File: config.mk
export PLATFORM = sky130hd
export DESIGN_NAME = ram64_seq_ctrl
export DESIGN_NICKNAME = d
export VERILOG_FILES = /design/src/rtl/ram64_seq_ctrl_pkg.sv /design/src/rtl/ram64_seq_ctrl_addrgen.sv /design/src/rtl/ram64_seq_ctrl.sv
export SDC_FILE = /design/constraint.sdc
export NUM_CORES = 1
export LEC_CHECK = 0
export BUFFER_PORTS_ARGS = -buffer_cell sky130_fd_sc_hd__buf_2
export CORE_UTILIZATION = 55
export DETAILED_ROUTE_END_ITERATION = 10
export HOLD_SLACK_MARGIN = 0.1
export PLACE_DENSITY = 0.77
export RECOVER_POWER = 50
export SKIP_LAST_GASP = 1
export SYNTH_ARGS = -nofsm -noshare
export SYNTH_HDL_FRONTEND = slang
export SYNTH_SLANG_ARGS = --single-unit
File: constraint.sdc
create_clock -name clock -period 3.2 [get_ports clock]
set_input_delay 0.32 -clock clock [delete_from_list [all_inputs] [get_ports clock]]
set_output_delay 0.32 -clock clock [all_outputs]
set_load 0.005 [all_outputs]
File: src/rtl/ram64_seq_ctrl_pkg.sv
// Shared definitions for the RAM64 sequencing controller: widths, op codes,
// state encoding and the count clamp.
package ram64_seq_defs;

  localparam int WORD_W = 16;
  localparam int ADDR_W = 6;
  localparam int CNT_W  = 7;
  localparam int DEPTH  = 64;

  localparam logic OP_FILL = 1'b0;
  localparam logic OP_SCAN = 1'b1;

  typedef enum logic [2:0] {
    ST_IDLE   = 3'd0,
    ST_FILL   = 3'd1,
    ST_SCAN   = 3'd2,
    ST_VERIFY = 3'd3,
    ST_DONE   = 3'd4
  } state_t;

  // Requests beyond the memory depth touch every word exactly once.
  function automatic logic [CNT_W-1:0] clamp_count(input logic [CNT_W-1:0] c);
    return (c > CNT_W'(DEPTH)) ? CNT_W'(DEPTH) : c;
  endfunction

endpackage

File: src/rtl/ram64_seq_ctrl_addrgen.sv
// Index / wrapped-address / running-value generator shared by FILL, SCAN and
// VERIFY; the value is built incrementally (seed + i*step) with one adder.
module ram64_seq_addrgen
  import ram64_seq_defs::*;
(
  input  logic              clock,
  input  logic              reset,
  input  logic              load,
  input  logic              restart,
  input  logic              adv,
  input  logic [ADDR_W-1:0] base,
  input  logic [WORD_W-1:0] seed,
  input  logic [WORD_W-1:0] step,
  output logic [CNT_W-1:0]  idx,
  output logic [ADDR_W-1:0] addr,
  output logic [WORD_W-1:0] value
);

  logic [ADDR_W-1:0] base_reg;
  logic [WORD_W-1:0] seed_reg;
  logic [WORD_W-1:0] step_reg;
  logic [CNT_W-1:0]  idx_reg;
  logic [ADDR_W-1:0] addr_reg;
  logic [WORD_W-1:0] value_reg;

  always_ff @(posedge clock or posedge reset) begin
    if (reset) begin
      base_reg  <= '0;
      seed_reg  <= '0;
      step_reg  <= '0;
      idx_reg   <= '0;
      addr_reg  <= '0;
      value_reg <= '0;
    end else if (load) begin
      base_reg  <= base;
      seed_reg  <= seed;
      step_reg  <= step;
      idx_reg   <= '0;
      addr_reg  <= base;
      value_reg <= seed;
    end else if (restart) begin
      // Second walk over the same run (verify pass) starts from the captured command.
      idx_reg   <= '0;
      addr_reg  <= base_reg;
      value_reg <= seed_reg;
    end else if (adv) begin
      idx_reg   <= idx_reg + 7'd1;
      addr_reg  <= addr_reg + 6'd1;
      value_reg <= value_reg + step_reg;
    end
  end

  assign idx   = idx_reg;
  assign addr  = addr_reg;
  assign value = value_reg;

endmodule

File: src/rtl/ram64_seq_ctrl.sv
// Block-initialise / block-checksum engine in front of RAM64.
// Optional read-back verify pass after FILL is enabled by RAM_SEQ_VERIFY_EN.
module ram64_seq_ctrl
  import ram64_seq_defs::*;
(
  input  logic              clock,
  input  logic              reset,
  input  logic              start,
  input  logic              op,
  input  logic [ADDR_W-1:0] base,
  input  logic [CNT_W-1:0]  count,
  input  logic [WORD_W-1:0] seed,
  input  logic [WORD_W-1:0] step,
  output logic [WORD_W-1:0] ram_in,
  output logic              ram_load,
  output logic [ADDR_W-1:0] ram_address,
  input  logic [WORD_W-1:0] ram_out,
  output logic              busy,
  output logic              done,
  output logic [WORD_W-1:0] sum
`ifdef RAM_SEQ_VERIFY_EN
  ,
  output logic              err,
  output logic [ADDR_W-1:0] err_addr
`endif
);

  state_t            state_reg;
  state_t            state_next;
  logic              op_reg;
  logic [CNT_W-1:0]  count_reg;
  logic [WORD_W-1:0] acc_reg;
  logic [WORD_W-1:0] sum_reg;

  logic              ag_load;
  logic              ag_restart;
  logic              ag_adv;
  logic [CNT_W-1:0]  ag_idx;
  logic [ADDR_W-1:0] ag_addr;
  logic [WORD_W-1:0] ag_value;
  logic              last;

  ram64_seq_addrgen u_addrgen (
    .clock   (clock),
    .reset   (reset),
    .load    (ag_load),
    .restart (ag_restart),
    .adv     (ag_adv),
    .base    (base),
    .seed    (seed),
    .step    (step),
    .idx     (ag_idx),
    .addr    (ag_addr),
    .value   (ag_value)
  );

  assign last = (ag_idx == count_reg - 7'd1);

  always_ff @(posedge clock or posedge reset) begin
    if (reset) state_reg <= ST_IDLE;
    else       state_reg <= state_next;
  end

  always_comb begin
    state_next = state_reg;
    ag_load    = 1'b0;
    ag_restart = 1'b0;
    ag_adv     = 1'b0;
    case (state_reg)
      ST_IDLE: begin
        if (start) begin
          ag_load = 1'b1;
          if (count == '0)         state_next = ST_DONE;
          else if (op == OP_SCAN)  state_next = ST_SCAN;
          else                     state_next = ST_FILL;
        end
      end
      ST_FILL: begin
        if (last) begin
`ifdef RAM_SEQ_VERIFY_EN
          state_next = ST_VERIFY;
          ag_restart = 1'b1;
`else
          state_next = ST_DONE;
`endif
        end else begin
          ag_adv = 1'b1;
        end
      end
      ST_SCAN: begin
        if (last) state_next = ST_DONE;
        else      ag_adv     = 1'b1;
      end
`ifdef RAM_SEQ_VERIFY_EN
      ST_VERIFY: begin
        if (last) state_next = ST_DONE;
        else      ag_adv     = 1'b1;
      end
`endif
      ST_DONE: state_next = ST_IDLE;
      default: state_next = ST_IDLE;
    endcase
  end

  always_comb begin
    ram_load    = (state_reg == ST_FILL);
    ram_in      = (state_reg == ST_FILL) ? ag_value : '0;
    ram_address = '0;
    if (state_reg == ST_FILL || state_reg == ST_SCAN || state_reg == ST_VERIFY)
      ram_address = ag_addr;
    busy = (state_reg != ST_IDLE);
    done = (state_reg == ST_DONE);
    sum  = sum_reg;
  end

  always_ff @(posedge clock or posedge reset) begin
    if (reset) begin
      op_reg    <= OP_FILL;
      count_reg <= '0;
      acc_reg   <= '0;
      sum_reg   <= '0;
    end else begin
      if (state_reg == ST_IDLE && start) begin
        op_reg    <= op;
        count_reg <= clamp_count(count);
        acc_reg   <= '0;
      end
      if (state_reg == ST_SCAN)
        acc_reg <= acc_reg + ram_out;
      if (state_reg == ST_DONE && op_reg == OP_SCAN)
        sum_reg <= acc_reg;
    end
  end

`ifdef RAM_SEQ_VERIFY_EN
  logic              err_reg;
  logic [ADDR_W-1:0] err_addr_reg;

  // Only the first mismatch of a pass is recorded; a new command clears it.
  always_ff @(posedge clock or posedge reset) begin
    if (reset) begin
      err_reg      <= 1'b0;
      err_addr_reg <= '0;
    end else if (state_reg == ST_IDLE && start) begin
      err_reg      <= 1'b0;
      err_addr_reg <= '0;
    end else if (state_reg == ST_VERIFY && !err_reg && ram_out != ag_value) begin
      err_reg      <= 1'b1;
      err_addr_reg <= ag_addr;
    end
  end

  assign err      = err_reg;
  assign err_addr = err_addr_reg;
`endif

endmodule

==> results of run 1 <==
-- kinds of logic (layout without fill, tap and decap cells) --
group                      count (synthesis)  in the layout  synth area share, %
AOI/OAI and AO/OA                        114            114                 13.7
adders and majority gates                 35             35                 8.48
muxes                                     22             22                 4.52
DFF                                       88             88                 41.2
other                                      0              1                    0
xor gates and xnor gates                  33             33                 5.41
buffers and inverters                     40            140                 2.88
and+or+nand+nor                          264            264                 23.8
-- worst reg2reg max path, delay by kind of cell (launching register included) --
kind,cells,cell delay (ps)
adders and majority gates,1,180
DFF,1,430
muxes,2,450
buffers and inverters,2,390
AOI/OAI and AO/OA,2,330
and+or+nand+nor,3,860
-- synthesized netlist by cell type, types with 4 or more instances --
cell	number	area, um^2
xor2_1	16	140
mux2_2	17	191
ha_1	33	413
clkbuf_1	22	82.6
nand2b_1	6	37.5
dfrtp_1	88	2200
xnor2_1	17	149
nand3_1	48	240
o211ai_1	11	82.6
o21ai_0	30	150
o31ai_1	8	60.1
nand2_1	119	447
inv_1	13	48.8
a31oi_1	5	31.3
and2_1	26	163
and3_1	7	43.8
nand3b_1	6	45.0
nor2_1	20	75.1
a21oi_1	27	135
or3_1	4	25.0
a21o_1	10	75.1
nor3_1	8	40.0
mux2i_1	5	50.1
-- worst paths after layout --
| check | from | cells past startpoint | to | slack [ps] |
|---|---|---|---|---|
| worst max-delay path | count_reg[0] | 10 | u_addrgen.idx[6] | 490 |
| worst min-delay path | step[0] | 3 | u_addrgen.step_reg[0] | 150 |
| worst max register to register | count_reg[0] | 10 | u_addrgen.idx[6] | 490 |
| worst min register to register | acc_reg[15] | 1 | acc_reg[15] | 480 |
| max in group asynchronous | reset | 3 | sum[1] | 880 |
| min in group asynchronous | reset | 2 | u_addrgen.addr[4] | 620 |
-- power breakdown --
part / total, uW / internal, uW / switching, uW
clock network: 783 / 377 / 406
registers: 1130 / 1120 / 8.22
logic: 199 / 88.6 / 111
total: 2110 / 1590 / 525
-- metal layers --
layer | wire, um | up-vias
li1 | - | 2295
met1 | 5740 | 2281
met4 | 312 | 0
met2 | 6110 | 146
met5 | 0 | -
met3 | 612 | 29
-- metrics by stage --
| step | worst slack [ps] | hold WS (ps) | instance area, um^2 | cells |
|---|---|---|---|---|
| after global placement | 653 | 453 | 6000 | 810 |
| final | 488 | 152 | 6170 | 826 |
| after floorplan | 601 | 421 | 5340 | 596 |
| after CTS | 500 | 147 | 6190 | 825 |
| after global routing | 297 | 159 | 6170 | 825 |
| after detailed placement | 527 | 465 | 6000 | 810 |
-- layout make-up --
class | instances | area, um^2 | area share [%]
tap | 129 | 161 | 2.61
clock inverter | 5 | 57.6 | 0.932
antenna | 1 | 2.50 | 0.0405
inverter | 13 | 50.0 | 0.811
timing repair buffer | 112 | 569 | 9.22
multi-input combinational | 468 | 2990 | 48.5
clock buffer | 10 | 138 | 2.23
sequential | 88 | 2200 | 35.7
==> impl_metrics.ini, run 1 <==
[worst_setup_path]
critPathMaxFanout = 19
cp_slowest_stage_delay_ps = 430
path_class = reg2reg
critPathBufInv = 2
worst_setup_path_end_kind = register
worst_setup_path_start_kind = register
cpMaxStageDelayCell = dfrtp_1
crit_family = simple AND/OR/NAND/NOR gates
cp.arrival_ps = 2980
cp_cell_sequence = inv_1, ha_1, nor3b_2, mux2_2, o22ai_1, o211ai_2, nand2_2, buf_4, nor3_1, mux2i_1
required_ps = 3470

[synth]
syn-num-nets = 696
synthDistinctLibCells = 55
syn_area_mm2 = 0.00534
yosysSeqAreaShare_pct = 41.2
synth_cells = 596
synthArstFlopShare_pct = 100
synth-seq-cells = 88
ys_warn_count = 0
synth.avg_cell_area_um2 = 8.97
ys.flop_type = dfrtp_1
synth_edf_count = 0

[cells_and_area]
final_common_cell = nand2_1
final_core_util_pct = 66.2
area_delta_synth_final_pct = 15.5
final_cell_mix = nand2_1 (119), buf_2 (97), dfrtp_1 (88), nand3_1 (48), ha_1 (33)
n_fill_cell = 792
final_nets = 792
drive_gt1_share_pct = 20.5

[sta]
fin_crit_ps = 2710
rsz0062_at_grt = false
setup_tns_ps = 0
clock_skew_ps = 12.9
fmax_mhz = 369
drv_slew = 55
final_hold_viol_count = 0
maxSlewHeadroom_pct = -62.1
period_share_pct = 84.7
setup_viol = 0
worstMarginPinSlew_ps = 2420

[routing]
drc = 0
vias = 4751
postRouteAntennaNets = 0
post_drt_wl_per_cell_um = 15.5
avgViaCountPerCell = 5.75
drt_wl_total_um = 12800
dr.first_iter.drc_count = 208
drt_pass1_iterations = 4

[clocking]
postCtsSetupBuffers = 0
cts_tree = yes
numCtsBuffers = 9
htreeDepth = 3
clkTransAtPathRegs_ps = 90
clkLatencyLatePin_ps = 350
cts.repair.resized = 0
hold_buffers = 0
cts-root-buf = clkbuf_8
cts.path.max_buffers = 2
cts.sinks = 88

[run]
drv_cap = 1

[power]
p_total_uw = 2110
p_leak_uw = 0.00303
ir_drop_mv = 0.225
powerDensity_mw_per_mm2 = 342

[die]
start_util_pct = 57.3
die_h_um = 101
core_mm2 = 0.00933
ioPinCount = 106
die_w_um = 101
die-area_mm2 = 0.0101
row_count = 35

[grt]
antenna_found_initial = 1
top_usage_layer = met2
met1_usage_pct = 35.0
grtUsageMet3_pct = 3.95
grt-ovfl-total = 0
first_global_vias = 4642
grt_pass1_wl_um = 21200
grtUsageMet2_pct = 43.2
grt_start_max_net_pins = 55
grt_use_total_pct = 26.4

[placement]
port_buffers = 105
dp_hpwl_um = 9250
gp_congestion = 0.930

[status]
status = finished, violations left
violations = max-capacitance violations, max-slew violations

[min_path]
hold_class = in2reg
(Power assumes the default switching activity.)
==> run 2, diff against run 1 <==
clock period = 2.71 ns   (was 3.2 ns; I/O delays follow)
==> run 2 against run 1 <==
The flow still finishes with violations (max-capacitance violations, max-slew violations). Total power is 20% higher. Non-clock buffer count increased by 7. Register-to-register slack lost 300 ps. Combinational power increased by 22%.
==> impl_metrics.ini, run 2 (synthesized netlist as in run 1, its figures left out) <==
[clocking]
postCtsSetupBuffers = 0
hold_buffers = 3
htreeDepth = 3
cts_tree = yes
cts-root-buf = clkbuf_8
clkLatencyLatePin_ps = 360
cts.path.max_buffers = 2
cts.repair.resized = 0
clkTransAtPathRegs_ps = 90
numCtsBuffers = 9
cts.sinks = 88

[die]
die-area_mm2 = 0.0101
core_mm2 = 0.00933
row_count = 35
die_h_um = 101
die_w_um = 101
start_util_pct = 57.3
ioPinCount = 106

[worst_setup_path]
path_class = reg2reg
worst_setup_path_start_kind = register
crit_family = compound AO/OA/AOI/OAI gates
worst_setup_path_end_kind = register
rr_endpoint = state_reg[1]
cp.arrival_ps = 2760
required_ps = 2950
critPathMaxFanout = 9
cpMaxStageDelayCell = dfrtp_1
r2r-start = count_reg[0]
rrSetupSlack_ps = 190
cp_slowest_stage_delay_ps = 420
r2r_cells = 9
critPathBufInv = 2
cp_cell_sequence = inv_1, ha_1, nor3b_2, mux2_2, o22ai_1, o211ai_2, and2_1, buf_4, a22o_1

[sta]
fmax_mhz = 397
holdWs_ps = 107
setup_tns_ps = 0
clock_skew_ps = 13.6
final_hold_viol_count = 0
fin_crit_ps = 2520
drv_slew = 42
period_share_pct = 93.0
rsz0062_at_grt = false
worstMarginPinSlew_ps = 1640
setup_viol = 0
maxSlewHeadroom_pct = -9.63

[grt]
antenna_found_initial = 1
grt_use_total_pct = 26.3
first_global_vias = 4571
grt-ovfl-total = 0
grt_start_max_net_pins = 44
grt_pass1_wl_um = 21100

[placement]
port_buffers = 105
gp_congestion = 0.884
dp.cells = 814
dp_hpwl_um = 9160

[cells_and_area]
stdcell_count = 833
n_fill_cell = 765
num_antenna_cells = 0
final_nets = 799
area_delta_synth_final_pct = 17.5
final_common_cell = nand2_1
regArea_mm2 = 0.00220
multi_input_area_mm2 = 0.00300
drive_gt1_share_pct = 21.6
final_cell_mix = nand2_1 (118), buf_2 (99), dfrtp_1 (88), nand3_1 (48), ha_1 (33)

[min_path]
hold_class = in2reg
hold_path_depth = 3
whs_endpoint = u_addrgen.step_reg[2]
hp-start = step[2]

[routing]
post_drt_wl_per_cell_um = 14.9
postRouteAntennaNets = 0
drt_pass1_iterations = 4
vias = 4691
drt_wl_total_um = 12400
dr.first_iter.drc_count = 184
avgViaCountPerCell = 5.63
drc = 0

[power]
powerDensity_mw_per_mm2 = 403
ir_drop_mv = 0.319
p_leak_uw = 0.00311

[run]
drv_cap = 1

[status]
violations = max-capacitance violations, max-slew violations
status = finished, violations left
[run 2: tightest hold or removal path, delay by kind of cell]
kind          cells  cell delay, ps
simple gates      2              80
buf+inv           1              70
[run 2: metal layers]
metal	track usage, %	wire, um	vias up
met5	0	0	-
li1	-	-	2312
met1	34.5	5520	2217
met4	10.1	362	0
met2	43.6	5890	133
met3	4.44	627	29
[run 2: layout make-up]
type                       instances  area share (%)
inverter                          13           0.777
clock inverter                     4           0.817
tap                              129            2.57
multi-input combinational        468            47.7
timing repair buffer             119            10.6
sequential                        88            35.1
clock buffer                      12            2.47
[run 2: how the worst max path moves through the flow]
stage                       startpoint                  to  slack [ps]  cells after the start
after floorplan                  reset          acc_reg[0]         160                      1
after global placement    count_reg[0]        state_reg[1]         320                      9
after detailed placement  count_reg[0]        state_reg[1]         220                      9
after CTS                 count_reg[0]        state_reg[1]         190                      9
after global routing      count_reg[0]  u_addrgen.value[9]           6                     10
final                     count_reg[0]        state_reg[1]         190                      9
[run 2: stage by stage]
step                setup slack (ps)  power (uW)  util (%)  area [um^2]
finish                           189        2530      67.3         6280
global route                    5.56        2640      67.3         6280
floorplan                        160        1500         -         5340
CTS                              187        2540      67.4         6290
global placement                 323        1590      64.9         6050
detailed placement               223        1600      64.9         6050
[run 2: report_power, final]
part           internal [uW]  leakage, uW  total, uW  switching, uW
clock network            479     0.000103        952            472
logic                    112      0.00191        243            131
registers               1320      0.00109       1330           9.75
total                   1910      0.00311       2530            613
==> run 3, diff against run 2 <==
HOLD_SLACK_MARGIN = unset   (was 0.1)
SETUP_SLACK_MARGIN = 0.3   (was unset)
==> run 3 against run 2 <==
The run still ends with max-capacitance violations, max-slew violations left. Setup slack improved by 180 ps. Maximum frequency is 7.5% higher. Count of clock-buffer cells in the layout decreased by 3. Clock power increased by 13%. Register-to-register slack better by 180 ps. Flip-flop and latch count unchanged. Critical path type unchanged. Worst hold slack lost 9.6 ps.
==> impl_metrics.ini, run 3 (synthesized netlist as in run 1, its figures left out) <==
[die]
die-area_mm2 = 0.0101
start_util_pct = 57.3
row_count = 35
core_mm2 = 0.00933
die_w_um = 101
ioPinCount = 106
die_h_um = 101

[sta]
fin_crit_ps = 2340
period_share_pct = 86.5
drv_slew = 46
fin_ws_ps = 365
fmax_mhz = 426
rsz0062_at_grt = true
clock_skew_ps = 13.3
setup_tns_ps = 0
final_hold_viol_count = 0
maxSlewHeadroom_pct = -32.3
worstMarginPinSlew_ps = 1970
setup_viol = 0

[routing]
avgViaCountPerCell = 5.72
vias = 4802
dr.max_layer_used = met4
wl_met3_um = 583
postRouteAntennaNets = 0
wl_met1_um = 5670
drt_wl_total_um = 12900
dr.first_iter.drc_count = 160
drt_pass1_iterations = 5
post_drt_wl_per_cell_um = 15.3
drc = 0
wl_met2_um = 6360

[cells_and_area]
final_common_cell = nand2_1
final_core_util_pct = 69.0
n_fill_cell = 755
drive_gt1_share_pct = 25.5
area_delta_synth_final_pct = 20.4
final_nets = 805
stdcell_area_mm2 = 0.00644
final_cell_mix = nand2_1 (117), buf_2 (100), dfrtp_1 (87), nand3_1 (48), ha_1 (30)

[worst_setup_path]
cp.arrival_ps = 2630
rrSetupSlack_ps = 370
required_ps = 3000
critPathMaxFanout = 29
worst_setup_path_end_kind = register
worst_setup_path_start_kind = register
r2r_cells = 7
path_class = reg2reg

[clocking]
cts.path.max_buffers = 2
cts.sinks = 88
numCtsBuffers = 9
htreeDepth = 3
clkTransAtPathRegs_ps = 90
cts_tree = yes
cts-root-buf = clkbuf_8
hold_buffers = 0
clkLatencyLatePin_ps = 360

[placement]
pre_cts_ws_ps = 254
gp_congestion = 0.898
port_buffers = 105
place_area_mm2 = 0.00606
dp_hpwl_um = 9190

[grt]
grt_pass1_wl_um = 21200
antenna_found_initial = 2
first_global_vias = 4620
grt-ovfl-total = 0
grt_use_total_pct = 26.5
grt_start_max_net_pins = 46

[min_path]
hold_path_depth = 3
hold_class = in2reg

[status]
violations = max-capacitance violations, max-slew violations
status = finished, violations left

[power]
ir_drop_mv = 0.291
p_leak_uw = 0.00315
powerDensity_mw_per_mm2 = 414
p_total_uw = 2660

[run]
drv_cap = 1
run 3: cell count changes in the layout (fill, tap and decap cells not counted), sizes merged:
cell / change
buf: +8
bufinv: +2
clkbuf: -2
clkinv: +2
diode: +1
dlygate4sd3: -3
inv: -2
run 3: path summary, 6_finish.rpt:
check,start,endpoint
max,state_reg[2],u_addrgen.idx[5]
min,step[15],u_addrgen.step_reg[15]
max reg2reg,state_reg[2],u_addrgen.idx[5]
min reg2reg,op_reg,op_reg
max in group asynchronous,reset,count_reg[2]
min in group asynchronous,reset,acc_reg[2]
run 3: routing by layer:
layer	GRT usage, %	vias to the layer above
li1	-	2321
met1	34.6	2317
met2	45.4	140
met3	4.02	24
met4	8.81	0
met5	0	-
run 3: stage by stage:
stage,instances,hold WS (ps)
floorplan,596,372
global placement,814,451
detailed placement,814,462
CTS,833,91.3
global route,839,107
finish,839,97.8
run 3: layout make-up:
class | count | area, um^2 | share of cell area [%]
Multi-Input combinational cell | 468 | 3100 | 48.2
Tap cell | 129 | 161 | 2.51
Clock inverter | 6 | 109 | 1.69
Timing Repair Buffer | 125 | 684 | 10.6
Sequential cell | 88 | 2200 | 34.2
Antenna cell | 1 | 2.50 | 0.0389
Inverter | 13 | 50.0 | 0.778
Clock buffer | 9 | 124 | 1.92
run 3: what timing repair did:
item / CTS / global route
pin swaps: 3 / 10
resized for setup: 4 / 23
setup buffers: 4 / 5
cloned: 0 / 0
setup endpoints to repair: 13 / 36
run 3: power breakdown:
| group | total, uW | switching, uW | internal [uW] | leakage [uW] |
|---|---|---|---|---|
| Combinational | 254 | 139 | 115 | 0.00194 |
| Clock | 1080 | 471 | 606 | 0.000119 |
| Sequential | 1330 | 9.63 | 1320 | 0.00109 |
| Total | 2660 | 620 | 2040 | 0.00315 |
run 3: critical path, stage by stage (launching register included):
cell and delay, ps:
dfrtp_1 460, nor3b_2 180, clkbuf_1 580, or2_2 300, nand2_2 120, buf_12 190
nor3_1 240, mux2i_1 200
